**src/rtl/nrzi_unstuff_deser_if.sv**
```systemverilog
// Bus between the edge/sync detector (master) and the NRZI decoder/deserialiser (slave).
interface nrzi_unstuff_deser_if #(
    parameter int WORD_W = 8
);
    logic              d_plus;
    logic              shift_enable;
    logic              eop;
    logic              d_orig;
    logic              bit_valid;
    logic [WORD_W-1:0] word_out;
    logic              word_valid;
    logic              stuff_err;
    logic              frag_err;

    modport master (
        output d_plus, shift_enable, eop,
        input  d_orig, bit_valid, word_out, word_valid, stuff_err, frag_err
    );

    modport slave (
        input  d_plus, shift_enable, eop,
        output d_orig, bit_valid, word_out, word_valid, stuff_err, frag_err
    );
endinterface

```
**src/rtl/nrzi_unstuff_deser.sv**
```systemverilog
// USB receive-path decoder: NRZI decode, bit-unstuffing and LSB-first deserialisation,
// with stuff-violation and fragmented-packet flags.
module nrzi_unstuff_deser #(
    parameter int STUFF_LEN  = 6,
    parameter int WORD_W     = 8,
    parameter bit IDLE_LEVEL = 1'b1
) (
    input  logic                 clk,
    input  logic                 rst,
    nrzi_unstuff_deser_if.slave  bus
);
    localparam int OW = $clog2(STUFF_LEN + 1);
    localparam int BW = $clog2(WORD_W);

    typedef enum logic {RUN, ERR} state_t;

    state_t            state, state_nxt;
    logic              prev_level, prev_nxt;
    logic [OW-1:0]     ones_cnt, ones_nxt;
    logic [BW-1:0]     bit_cnt, bit_nxt;
    logic [WORD_W-1:0] shreg, shreg_nxt;
    logic [WORD_W-1:0] word_reg, word_nxt;
    logic              d_orig_reg, d_orig_nxt;
    logic              bv_reg, bv_nxt;
    logic              wv_reg, wv_nxt;
    logic              se_reg, se_nxt;
    logic              fe_reg, fe_nxt;

    logic              dec;
    logic [WORD_W-1:0] shifted;

    // A decoded 1 is "no transition" relative to the previous sampled level.
    assign dec     = (bus.d_plus == prev_level);
    assign shifted = {dec, shreg[WORD_W-1:1]};

    always_ff @(posedge clk or posedge rst) begin
        if (rst) begin
            state      <= RUN;
            prev_level <= IDLE_LEVEL;
            ones_cnt   <= '0;
            bit_cnt    <= '0;
            shreg      <= '0;
            word_reg   <= '0;
            d_orig_reg <= 1'b1;
            bv_reg     <= 1'b0;
            wv_reg     <= 1'b0;
            se_reg     <= 1'b0;
            fe_reg     <= 1'b0;
        end else begin
            state      <= state_nxt;
            prev_level <= prev_nxt;
            ones_cnt   <= ones_nxt;
            bit_cnt    <= bit_nxt;
            shreg      <= shreg_nxt;
            word_reg   <= word_nxt;
            d_orig_reg <= d_orig_nxt;
            bv_reg     <= bv_nxt;
            wv_reg     <= wv_nxt;
            se_reg     <= se_nxt;
            fe_reg     <= fe_nxt;
        end
    end

    // EOP outranks everything, so an ERR packet always recovers at its end.
    always_comb begin
        state_nxt  = state;
        prev_nxt   = prev_level;
        ones_nxt   = ones_cnt;
        bit_nxt    = bit_cnt;
        shreg_nxt  = shreg;
        word_nxt   = word_reg;
        d_orig_nxt = d_orig_reg;
        bv_nxt     = 1'b0;
        wv_nxt     = 1'b0;
        se_nxt     = 1'b0;
        fe_nxt     = 1'b0;

        if (bus.shift_enable) begin
            if (bus.eop) begin
                fe_nxt    = (state == RUN) && (bit_cnt != '0);
                prev_nxt  = IDLE_LEVEL;
                ones_nxt  = '0;
                bit_nxt   = '0;
                state_nxt = RUN;
            end else begin
                prev_nxt = bus.d_plus;
                if (state == RUN) begin
                    if (ones_cnt == OW'(STUFF_LEN)) begin
                        ones_nxt = '0;
                        if (dec) begin
                            se_nxt    = 1'b1;
                            bit_nxt   = '0;
                            state_nxt = ERR;
                        end
                    end else begin
                        d_orig_nxt = dec;
                        bv_nxt     = 1'b1;
                        ones_nxt   = dec ? ones_cnt + OW'(1) : '0;
                        shreg_nxt  = shifted;
                        if (bit_cnt == BW'(WORD_W - 1)) begin
                            word_nxt = shifted;
                            wv_nxt   = 1'b1;
                            bit_nxt  = '0;
                        end else begin
                            bit_nxt = bit_cnt + BW'(1);
                        end
                    end
                end
            end
        end
    end

    assign bus.d_orig     = d_orig_reg;
    assign bus.bit_valid  = bv_reg;
    assign bus.word_out   = word_reg;
    assign bus.word_valid = wv_reg;
    assign bus.stuff_err  = se_reg;
    assign bus.frag_err   = fe_reg;
endmodule

```
**src/flat_wrapper.sv**
```systemverilog
// flat-port wrapper written by rule: the top's interface ports become plain ports
module nrzi_unstuff_deser_flat 
#(
    parameter int STUFF_LEN  = 6,
    parameter int WORD_W     = 8,
    parameter bit IDLE_LEVEL = 1'b1
)
  (clk, rst, bus_d_plus, bus_shift_enable, bus_eop, bus_d_orig, bus_bit_valid, bus_word_out, bus_word_valid, bus_stuff_err, bus_frag_err);
  nrzi_unstuff_deser_if #(.WORD_W(WORD_W)) bus_i ();
  input  logic clk;
  input  logic rst;
  input wire logic [$bits(bus_i.d_plus)-1:0] bus_d_plus;
  input wire logic [$bits(bus_i.shift_enable)-1:0] bus_shift_enable;
  input wire logic [$bits(bus_i.eop)-1:0] bus_eop;
  output wire logic [$bits(bus_i.d_orig)-1:0] bus_d_orig;
  output wire logic [$bits(bus_i.bit_valid)-1:0] bus_bit_valid;
  output wire logic [$bits(bus_i.word_out)-1:0] bus_word_out;
  output wire logic [$bits(bus_i.word_valid)-1:0] bus_word_valid;
  output wire logic [$bits(bus_i.stuff_err)-1:0] bus_stuff_err;
  output wire logic [$bits(bus_i.frag_err)-1:0] bus_frag_err;
  assign bus_i.d_plus = bus_d_plus;
  assign bus_i.shift_enable = bus_shift_enable;
  assign bus_i.eop = bus_eop;
  assign bus_d_orig = bus_i.d_orig;
  assign bus_bit_valid = bus_i.bit_valid;
  assign bus_word_out = bus_i.word_out;
  assign bus_word_valid = bus_i.word_valid;
  assign bus_stuff_err = bus_i.stuff_err;
  assign bus_frag_err = bus_i.frag_err;
  nrzi_unstuff_deser #(.STUFF_LEN(STUFF_LEN), .WORD_W(WORD_W), .IDLE_LEVEL(IDLE_LEVEL)) u_core (.clk(clk), .rst(rst), .bus(bus_i));
endmodule
```
**config.mk**
```make
export PLATFORM = sky130hd
export DESIGN_NAME = nrzi_unstuff_deser_flat
export DESIGN_NICKNAME = d
export VERILOG_FILES = /design/src/rtl/nrzi_unstuff_deser_if.sv /design/src/rtl/nrzi_unstuff_deser.sv /design/src/flat_wrapper.sv
export SDC_FILE = /design/constraint.sdc
export NUM_CORES = 1
export LEC_CHECK = 0
export ABC_CLOCK_PERIOD_IN_PS = 4500
export CORE_MARGIN = 10
export CORE_UTILIZATION = 55
export DETAILED_ROUTE_END_ITERATION = 8
export DONT_BUFFER_PORTS = 1
export HOLD_SLACK_MARGIN = 0.08
export PLACE_DENSITY = 0.73
export SLEW_MARGIN = 20
export SYNTH_ARGS = -nofsm -noshare
export SYNTH_HDL_FRONTEND = slang
export SYNTH_SLANG_ARGS = --single-unit
```
**constraint.sdc**
```tcl
create_clock -name clk -period 4.5 [get_ports clk]
set_input_delay 0.9 -clock clk [delete_from_list [all_inputs] [get_ports clk]]
set_output_delay 0.9 -clock clk [all_outputs]
set_load 0.005 [all_outputs]
```
==> metrics.yaml, run 1 <==
run_status:
  run_status: "finished, final reports clean"
final_layout:
  final_common_cell: "dfrtp_1"
  n_antenna_cell: 0
  area_delta_synth_final_pct: 6.60
  drive_gt1_share_pct: 30.4
  fillers: 178
  postLayoutCoreUtil_pct: 60.9
  layout.nets: 103
  largest_reg_flops: 8
  final_cell_mix: "dfrtp_1 (26), mux2_4 (8), inv_1 (6)"
run:
  max_cap_violations: 0
sta:
  rsz0062_at_grt: "false"
  min_period_ps: 1800
  worst_slack_ps: 2700
  slew_violations: 0
  relSlewSlack_pct: 36.5
  skew_ps: 3.66
  finalHoldViolCount: 0
  hold_ws_ps: 512
  period_share_pct: 39.9
  fin_tns_setup_ps: 0
  fmax_mhz: 557
  worst_pin_slew_ps: 947
  setup_viol: 0
worst_setup_path:
  cp-end-kind: "output pin"
  cp.required_ps: 3600
  crit_type: "register to output pin"
  cp-start-kind: "register"
  arrival_ps: 900
  path_max_fanout: 2
placed_design:
  hpwl_um: 1490
  portBuffers: 0
  gp_congestion: 0.723
  preCtsSetupSlack_ps: 2710
floorplanning:
  die_x_um: 67.7
  start_util_pct: 57.1
  fp.dieArea_sq_um: 4580
  rows: 17
  core_area_sq_um: 2190
  die_y_um: 67.7
  ioPinCount: 18
drt:
  antenna_left: 0
  routed.top_layer: "met4"
  routed-wl-met2_um: 947
  m1WireLength_um: 957
  avgRoutedWirePerCell_um: 17.2
  via_per_inst: 5.71
  drt-initial-drc-count: 48
  drc_errors: 0
  first_pass_iters: 4
  wl_met3_um: 120
  wirelength_um: 2060
  dr_total_vias: 685
synth:
  yosysSeqAreaShare_pct: 56.2
  synth_cells: 89
  synth_nets: 99
  yosys.area.top_type: "dfrtp_1"
  avgSynthCellArea_sq_um: 14.1
  yosys_warnings: 0
  synth_area_sq_um: 1250
  ys_ff_latch: 28
  ys_types: 34
  synth_top_area_share_pct: 52.0
  netlist_top_cells_area: "dfrtp_1 (52%), mux2_4 (9.6%), ha_1 (5.0%), dfstp_2 (4.2%), mux2_2 (3.6%)"
cts:
  clk_latency_ps: 330
  cts_tree: "built"
  clk_pin_slew_worst_paths_ps: 150
  cts.sinks: 28
  cts-resized-gates: 0
  cts_root_buffer: "clkbuf_4"
  post_cts_buffers: 0
  htree_levels: 1
  cts.hold.buffers_added: 0
  clock_path_buffers: 2
  cts_made_buffers: 3
global_route:
  grt_antenna_before_repair: 0
  grtUsageTotal_pct: 10.1
  grt_pass1_wl_um: 3480
  grt_overflow_total: 0
  grt_pass1_vias: 693
  grt_start_max_net_pins: 29
power_and_ir_drop:
  power.density_nw_per_um2: 408
  finalPower_uw: 544
  p_leak_uw: 0.000640
  peakVddDrop_mv: 0.244
min_path:
  min_path_type: "register to register"
## worst paths after layout
check,start,endpoint,slack [ps],cells after the start
max in group asynchronous,rst,u_core.bus.word_out[5]$_DFFE_PP0P_,3530,1
hold / removal,u_core.bus.d_orig$_DFFE_PP1P_,u_core.bus.d_orig$_DFFE_PP1P_,510,2
min in group asynchronous,rst,u_core.ones_cnt[1]$_DFFE_PP0P_,530,1
setup / recovery,u_core.bus.d_orig$_DFFE_PP1P_,bus_d_orig,2700,0
hold reg to reg,u_core.bus.d_orig$_DFFE_PP1P_,u_core.bus.d_orig$_DFFE_PP1P_,510,2
setup reg to reg,u_core.ones_cnt[0]$_DFFE_PP0P_,u_core.bus.word_out[0]$_DFFE_PP0P_,2860,6
## cell usage after synthesis
cell type,count
xnor2_1,1
mux2_1,2
and2_2,1
nand3_1,1
a32o_1,1
nand3_4,1
buf_2,1
nor2b_1,1
a21oi_4,1
o311ai_2,1
nor4b_1,1
or2_2,1
mux2i_1,1
mux2_2,4
inv_6,1
o311ai_0,1
o21ai_0,2
nor2_1,4
and2b_4,1
and3_2,1
inv_4,1
nand2_4,1
inv_1,7
ha_1,5
a21oi_1,2
dfrtp_1,26
xor2_1,1
dfstp_2,2
nand2b_1,2
a22o_1,3
mux2_4,8
a41oi_1,1
nand2_1,1
o22ai_1,1
## logic make-up (layout without fill, tap and decap cells)
family                   count (synthesis)  count (layout)  share of synthesized area [%]
AND/OR/NAND/NOR                         16              16                           8.90
buffers and inverters                   10              13                           3.70
XOR/XNOR                                 2               2                           1.40
AO/OA/AOI/OAI                           13              13                           9.00
multiplexers                            15              15                           15.8
flip-flops                              28              28                           56.2
adder cells (fa/ha/maj)                  5               5                           5.00
## per-layer routing
layer / global-route usage, % / up-vias
met5: 0 / -
met4: 5.38 / 0
met3: 2.81 / 4
met2: 14.6 / 15
met1: 13.5 / 349
li1: - / 317
## power breakdown
group / switching, uW / internal, uW
Combinational: 29.5 / 35.4
Clock: 74.0 / 90.1
Sequential: 27.0 / 288
Total: 130 / 414
## through the flow
step / instances / area, sq um
finish: 120 / 1330
global route: 120 / 1330
CTS: 120 / 1330
detailed placement: 116 / 1280
global placement: 116 / 1280
floorplan: 89 / 1250
## final cells by class
| type | count | area [sq um] | share of cell area [%] |
|---|---|---|---|
| Tap cell | 28 | 35.0 | 2.63 |
| Sequential cell | 28 | 703 | 52.7 |
| Clock inverter | 1 | 30.0 | 2.25 |
| Multi-Input combinational cell | 51 | 502 | 37.6 |
| Inverter | 9 | 41.3 | 3.10 |
| Clock buffer | 3 | 22.5 | 1.69 |
Note: power is estimated with default switching activity, not from simulation.
==> run 2: changes to the inputs <==
- ABC_CLOCK_PERIOD_IN_PS: 4500 -> 1800
- clock period: 4.5 -> 1.8 ns (I/O delays scaled with it)
==> run 2 against run 1 <==
Compared with the run above: clock skew rose by 0.69 ps; final area increased by 3.6%; hold slack worse by 390 ps; core utilization up 2.2 points; clock power grew 150%; count of clock-buffer cells in the layout did not move; via count down 3.5%; sequential power up 150%; non-clock buffer count increased by 5; worst setup slack got worse by 2500 ps; critical path type is now register to register; largest cell class unchanged.
==> metrics.yaml, run 2 (synthesis gave the netlist of run 1 again) <==
global_route:
  grt_use_met1_pct: 12.2  # -1.3 points
  grt_pass1_wl_um: 3480  # -0.20%
  grt_busiest_layer: "met2"
  met3_usage_pct: 3.47  # +0.66 points
  grt_start_max_net_pins: 29  # unchanged
  grt_overflow_total: 0  # unchanged
  grt_antenna_before_repair: 0  # unchanged
  grt_use_met2_pct: 15.0  # +0.47 points
  grtUsageTotal_pct: 9.67  # -0.48 points
  grt_pass1_vias: 734  # +5.9%
cts:
  clk_pin_slew_worst_paths_ps: 150  # about the same
  clk_latency_ps: 320  # about the same
  cts.sinks: 28  # unchanged
  cts-resized-gates: 0  # unchanged
  cts_root_buffer: "clkbuf_4"
  htree_levels: 1  # unchanged
  cts_made_buffers: 3  # unchanged
  cts.hold.buffers_added: 3  # +3
  clock_path_buffers: 2  # unchanged
  post_cts_buffers: 0  # unchanged
  cts_tree: "built"
min_path:
  min_path_type: "primary input to register"
  whs_path_depth: 1  # -1
final_layout:
  final_common_cell: "dfrtp_1"
  fillers: 173  # -2.8%
  postLayoutCoreUtil_pct: 63.0  # +2.2 points
  drive_gt1_share_pct: 29.9  # -0.54 points
  layout.nets: 108  # +4.9%
  final_cell_mix: "dfrtp_1 (26), mux2_4 (8), inv_1 (7)"
  largest_reg_flops: 8  # unchanged
  area_delta_synth_final_pct: 10.4
  fin_area_sq_um: 1380  # +3.6%
  n_antenna_cell: 0  # unchanged
power_and_ir_drop:
  clkPwrFrac_pct: 30.1  # about the same
  swShare_pct: 23.0  # -0.97 points
  seq_power_share_pct: 57.8  # about the same
  power.net_switching_uw: 311  # +140%
  power.density_nw_per_um2: 978  # +140%
  peakVddDrop_mv: 0.566  # +130%
  p_leak_uw: 0.000666  # +3.9%
  p_int_uw: 1040  # +150%
  p_comb_share_pct: 12.1  # +0.2 points
worst_setup_path:
  cp.required_ps: 2030  # -1570 ps
  path_max_fanout: 7  # +5
  cp-start-kind: "register"
  r2r_slack_ps: 180  # -2680 ps
  cp-end-kind: "register"
  crit_type: "register to register"
  rr_worst_depth: 6  # unchanged
  arrival_ps: 1840  # +940 ps
floorplanning:
  fp.dieArea_sq_um: 4580  # unchanged
  core_area_sq_um: 2190  # unchanged
  die_x_um: 67.7  # unchanged
  die_y_um: 67.7  # unchanged
  ioPinCount: 18  # unchanged
  rows: 17  # unchanged
  start_util_pct: 57.1  # unchanged
placed_design:
  gp_congestion: 0.785  # +8.5%
  portBuffers: 0  # unchanged
  hpwl_um: 1410  # -6.0%
  placed_area_sq_um: 1290  # +0.59%
drt:
  first_pass_iters: 5  # +1
  avgRoutedWirePerCell_um: 15.4  # -11%
  antenna_left: 0  # unchanged
  drc_errors: 0  # unchanged
  dr_total_vias: 661  # -3.5%
  wirelength_um: 1920  # -7.0%
  drt-initial-drc-count: 10  # -79%
  via_per_inst: 5.29  # -7.4%
sta:
  period_share_pct: 89.7
  fin_tns_setup_ps: 0  # unchanged
  setup_viol: 0  # unchanged
  relSlewSlack_pct: 72.8  # +36 points
  min_period_ps: 1620
  rsz0062_at_grt: "false"
  finalHoldViolCount: 0  # unchanged
  skew_ps: 4.35  # +0.692 ps
  worst_pin_slew_ps: 405  # -542 ps
  fmax_mhz: 619
  slew_violations: 0  # unchanged
run_status:
  run_status: "finished, final reports clean"
run:
  max_cap_violations: 0  # unchanged
run 2: metal layers:
layer / wire length (um) / share of wire, %
met5: 0 / 0
met4: 0 / 0
met3: 118 / 6.1
met2: 914 / 48
met1: 886 / 46
run 2: power by group through the flow:
stage	combinational [uW]	sequential, uW	clock [uW]
after floorplan	140	777	0
after global placement	156	792	0
after detailed placement	159	798	0
after CTS	166	784	416
after global routing	189	800	451
final	164	781	406
run 2: worst paths after layout:
| check | from | end |
|---|---|---|
| worst min register to register | u_core.bus.d_orig$_DFFE_PP1P_ | u_core.bus.d_orig$_DFFE_PP1P_ |
| worst max register to register | u_core.ones_cnt[0]$_DFFE_PP0P_ | u_core.bus.word_out[0]$_DFFE_PP0P_ |
| min in group asynchronous | rst | u_core.ones_cnt[1]$_DFFE_PP0P_ |
| worst min-delay path | bus_eop | u_core.state$_DFFE_PP0P_ |
| max in group asynchronous | rst | u_core.prev_level$_DFFE_PP1P_ |
| worst max-delay path | u_core.ones_cnt[0]$_DFFE_PP0P_ | u_core.bus.word_out[0]$_DFFE_PP0P_ |
run 2: cell type report:
class	count	area, sq um	area share, %
Clock buffer	3	22.5	1.63
Clock inverter	1	30.0	2.17
Timing Repair Buffer	5	47.5	3.44
Inverter	9	41.3	2.99
Multi-Input combinational cell	51	502	36.3
Tap cell	28	35.0	2.54
Sequential cell	28	703	50.9
run 2: critical path, cell delays in order (launching register included):
cell and delay (ps):
dfrtp_1 380, inv_1 70, ha_1 260, a21oi_4 240, nand3_4 140, inv_6 120
mux2_4 310
run 2: through the flow:
step / cells / total power, uW / setup slack [ps] / hold slack [ps]
floorplan: 89 / 918 / 290 / 410
global placement: 117 / 948 / 231 / 330
detailed placement: 117 / 957 / 198 / 334
CTS: 124 / 1370 / 175 / 98.6
global route: 125 / 1440 / 85.1 / 82.2
finish: 125 / 1350 / 185 / 117
